[config.mk]
export PLATFORM = sky130hd
export DESIGN_NAME = branch_target_buffer
export DESIGN_NICKNAME = d
export VERILOG_FILES = /design/src/rtl/branch_target_buffer.sv
export SDC_FILE = /design/constraint.sdc
export NUM_CORES = 1
export LEC_CHECK = 0
export CAP_MARGIN = 40
export CELL_PAD_IN_SITES_DETAIL_PLACEMENT = 2
export CELL_PAD_IN_SITES_GLOBAL_PLACEMENT = 2
export CORE_MARGIN = 10
export CORE_UTILIZATION = 46
export CTS_CLUSTER_SIZE = 20
export DETAILED_ROUTE_END_ITERATION = 6
export PLACE_DENSITY = 0.85
export REMOVE_ABC_BUFFERS = 1
export SLEW_MARGIN = 15
export SYNTH_ARGS = -nofsm -noshare
export SYNTH_HDL_FRONTEND = slang
export SYNTH_SLANG_ARGS = --single-unit
[constraint.sdc]
create_clock -name clk -period 6.6 [get_ports clk]
set_input_delay 1.98 -clock clk [delete_from_list [all_inputs] [get_ports clk]]
set_output_delay 1.98 -clock clk [all_outputs]
set_load 0.05 [all_outputs]
[src/rtl/branch_target_buffer.sv]
// Direct-mapped branch target buffer for the fetch stage: combinational lookup of
// the fetch PC, next-PC selection, and taken-branch target writeback from execute.
module branch_target_buffer #(
  parameter int unsigned BTB_INDEX_BITS = 4,
  parameter int unsigned PC_WIDTH       = 10
) (
  input  logic                clk,
  input  logic                rst,
  input  logic [PC_WIDTH-1:0] pc_f,
  input  logic                pred_taken_f,
  output logic                btb_hit,
  output logic [PC_WIDTH-1:0] btb_target,
  output logic [PC_WIDTH-1:0] next_pc_pred,
  output logic                redirect_f,
  input  logic                upd_en,
  input  logic [PC_WIDTH-1:0] upd_pc,
  input  logic                upd_taken,
  input  logic [PC_WIDTH-1:0] upd_target,
  input  logic                inv_all
);

  localparam int unsigned ENTRIES = 1 << BTB_INDEX_BITS;
  localparam int unsigned TAG_W   = PC_WIDTH - BTB_INDEX_BITS;

  logic [ENTRIES-1:0]  valid_q, valid_d;
  logic [TAG_W-1:0]    tag_q    [ENTRIES];
  logic [TAG_W-1:0]    tag_d    [ENTRIES];
  logic [PC_WIDTH-1:0] target_q [ENTRIES];
  logic [PC_WIDTH-1:0] target_d [ENTRIES];

  logic [BTB_INDEX_BITS-1:0] idx_f, idx_u;
  logic [TAG_W-1:0]          tag_f, tag_u;
  logic                      wr_en;

  assign idx_f = pc_f[BTB_INDEX_BITS-1:0];
  assign tag_f = pc_f[PC_WIDTH-1:BTB_INDEX_BITS];
  assign idx_u = upd_pc[BTB_INDEX_BITS-1:0];
  assign tag_u = upd_pc[PC_WIDTH-1:BTB_INDEX_BITS];

  // Lookup reads registered state only, so a same-cycle write is not bypassed.
  always_comb begin
    btb_hit      = valid_q[idx_f] && (tag_q[idx_f] == tag_f);
    btb_target   = target_q[idx_f];
    redirect_f   = pred_taken_f && btb_hit;
    next_pc_pred = redirect_f ? btb_target : PC_WIDTH'(pc_f + PC_WIDTH'(1));
  end

  // Invalidate-all wins over a concurrent update; not-taken updates never allocate.
  assign wr_en = upd_en && upd_taken && !inv_all;

  always_comb begin
    valid_d  = valid_q;
    tag_d    = tag_q;
    target_d = target_q;
    if (inv_all) begin
      valid_d = '0;
    end else if (wr_en) begin
      valid_d[idx_u]  = 1'b1;
      tag_d[idx_u]    = tag_u;
      target_d[idx_u] = upd_target;
    end
  end

  always_ff @(posedge clk) begin
    if (!rst) begin
      valid_q <= '0;
    end else begin
      valid_q <= valid_d;
    end
  end

  // Tag and target payload need no reset; valid gates their use.
  always_ff @(posedge clk) begin
    tag_q    <= tag_d;
    target_q <= target_d;
  end

endmodule

==> flow_metrics.tcl, run 1 <==
set metrics [dict create \
    postLayoutCellArea_sq_um 13100 \
    synth_seq_cells 272 \
    fin_crit_sh 0.997 \
    hp-class "reg -> reg" \
    vdd_drop_max_v 0.000240 \
    synth-simple-area-share 0.0454 \
    synth_compound_area_frac 0.0182 \
    place_area_sq_um 12100 \
    cp-startpoint "pc_f[1]" \
    synthMuxAreaShare 0.176 \
    min_period_ns 6.58 \
    finalHoldViolations 0 \
    finalWorstSetupSlack_ns 0.0195 \
    maxClockFrequency_mhz 152 \
    antenna_left 0 \
    m1WireLength_microns 13800 \
    endpoint_kind "output pin" \
    drt-pass1-iter-count 5 \
    synthDistinctLibCells 44 \
    synth_xor_area_frac 0.00962 \
    crit_fanout 23 \
    clk_pin_slew_ns 0.06 \
    finClkSkew_ns 0 \
    core_sq_um 23400 \
    track_usage 0.221 \
    synthCells 556 \
    vias 6058 \
    synth_edf_count 256 \
    cts_tree "done" \
    critical_path_arrival_ns 4.60 \
    drive_gt1_frac 0.316 \
    reg2reg_from "valid_q[12]" \
    avgSynthCellArea_sq_um 19.7 \
    grt_pass1_wl_microns 48900 \
    r2r_cells 2 \
    drt_iter0_markers 608 \
    power_density_nw_per_um2 286 \
    r2r_slack_ns 5.87 \
    clk_latency_ns 0.55 \
    wl_per_cell_microns 34.0 \
    drc 0 \
    dp_hpwl_microns 21700 \
    holdWs_ns 0.502 \
    layout_common_cells "edfxtp_1, mux4_2, buf_4" \
    worstMarginPinSlew_ns 0.780 \
    grt_pass1_vias 6681 \
    pre_cts_slack_ns -0.220 \
    async_reset_ff_frac 0 \
    cts_buffers 28 \
    setup_viol 0 \
    rr_endpoint "valid_q[12]" \
    mostFrequentLayoutCell "edfxtp_1" \
    synth_top_family_by_area "multiplexers" \
    cts-root-buf "clkbuf_16" \
    p_leak_nw 4.34 \
    crit_end "next_pc_pred[2]" \
    required_ns 4.62 \
    critPathKind "in -> out" \
    start_kind "primary input" \
    gp_congestion 0.806 \
    vias_per_cell 6.06 \
    syn-cell-area_sq_um 10900 \
    top_layer "met4" \
    met2_wirelength_microns 17200 \
    cts_sinks 272 \
    drt_wl_total_microns 34000 \
    cap_violations 0 \
    synth-adder-area-share 0.00115 \
    io_pins 58 \
    status "completed" \
    ys_seq_area_frac 0.733 \
    clk_path_buf_depth 3 \
    final_max_slew_viol_count 0 \
    rows 56 \
    wl_met3_microns 1940 \
    slew_headroom 0.479 \
    die_h_microns 174 \
    num-fill-cells 1959 \
    grt_max_degree 45 \
    antenna-diode-count 0 \
    start_util 0.467 \
    die_area_sq_um 30300 \
    die_w_microns 174 \
    synthFlopType "edfxtp_1" \
    grt-ovfl-total 0 \
    yosysWarnings 0 \
    h-tree-depth 1 \
    rsz0062_at_grt "no" \
    antenna_found_initial 0 \
    fin_nets 695 \
    area_delta_synth_final_pct 19.9 \
    io_buffers 57 \
]
[metal layers]
metal  up-vias  track usage
met3        66       0.0433
met4         0       0.0652
li1       2460            -
met5         -            0
met2       278        0.372
met1      3254        0.285
[area by class of cell]
class	instances	area, sq um	share of cell area
sequential	272	8010	0.611
clock buffer	39	802	0.0612
clock inverter	13	101	0.00774
timing repair buffer	100	942	0.0719
tap	319	399	0.0305
multi-input combinational	252	2830	0.216
inverter	4	15.0	0.00115
[worst min-delay path by stage]
stage,depth (start not counted),startpoint,endpoint,slack [ns]
3_5_place_dp,2,valid_q[0],valid_q[0],0.50
6_report,2,valid_q[14],valid_q[14],0.50
5_1_grt,2,valid_q[14],valid_q[14],0.54
3_3_place_gp,2,valid_q[5],valid_q[5],0.45
4_1_cts,2,valid_q[14],valid_q[14],0.50
2_1_floorplan,2,valid_q[10],valid_q[10],0.43
[state kept, by name, summed over array words and instances (netlist names)]
| name | count |
|---|---|
| tag_q | 96 |
| valid_q | 16 |
| target_q | 160 |
[through the flow]
stage / total power, W / setup TNS, ns / util / std cells
2_1_floorplan: 0.00207 / -3.45 / - / 528
3_5_place_dp: 0.00222 / -1.76 / 0.517 / 945
6_report: 0.00375 / 0 / 0.560 / 999
5_1_grt: 0.00385 / 0 / 0.560 / 999
4_1_cts: 0.00377 / 0 / 0.557 / 998
3_3_place_gp: 0.00220 / -0.138 / 0.516 / 943
[worst max-delay path, cell delays in order]
cell	delay, ns
buf_12	0.17
mux4_2	0.54
mux2i_2	0.23
xnor2_1	0.18
a22oi_2	0.24
nand4_1	0.23
nor3_4	0.26
buf_6	0.21
mux2_4	0.33
buf_4	0.19
[kinds of logic (layout without fill, tap and decap cells)]
logic type	after synthesis	count (layout)
buffers and inverters	32	156
DFF	272	272
and+or+nand+nor	105	105
muxes	109	109
AOI/OAI and AO/OA	25	25
adders and majority gates	1	1
xor gates and xnor gates	12	12
[Yosys cell counts, drive strengths merged, types with 2 or more instances]
master,instances,area [sq um]
nor2,53,199
dfxtp,16,320
buf,20,135
o221ai,2,17.5
nand2,12,45.0
mux2,13,176
mux4,63,1420
o211ai,2,15.0
inv,4,15.0
o22ai,2,12.5
and3,4,25.0
clkbuf,8,30.0
xor2,3,26.3
xnor2,9,78.8
nor3,9,55.1
nor2b,4,25.0
nand3,9,45.0
nand2b,5,31.3
a22oi,9,67.6
nand3b,3,22.5
a22o,2,17.5
mux2i,33,330
edfxtp,256,7690
a2111oi,2,17.5
[repair_timing]
action,in CTS,in global routing
buffers inserted,1,1
hold buffers,0,0
endpoints found under the hold margin,0,0
pin swaps,2,3
endpoints found under the setup margin,10,10
gates resized for setup,7,15
[power by group]
part / leakage (nW) / internal (W) / total, W / switching, W
registers: 2.43 / 0.00190 / 0.00190 / 0.00000403
clock network: 0.450 / 0.000886 / 0.00155 / 0.000667
logic: 1.46 / 0.000117 / 0.000295 / 0.000178
Note: power is estimated with default switching activity, not from simulation.
==> inputs of run 2 (changes only) <==
Settings changed: TNS_END_PERCENT set to 30.
==> results of run 2 <==
The final DEF is identical to that of run 1; final timing and power are the same.
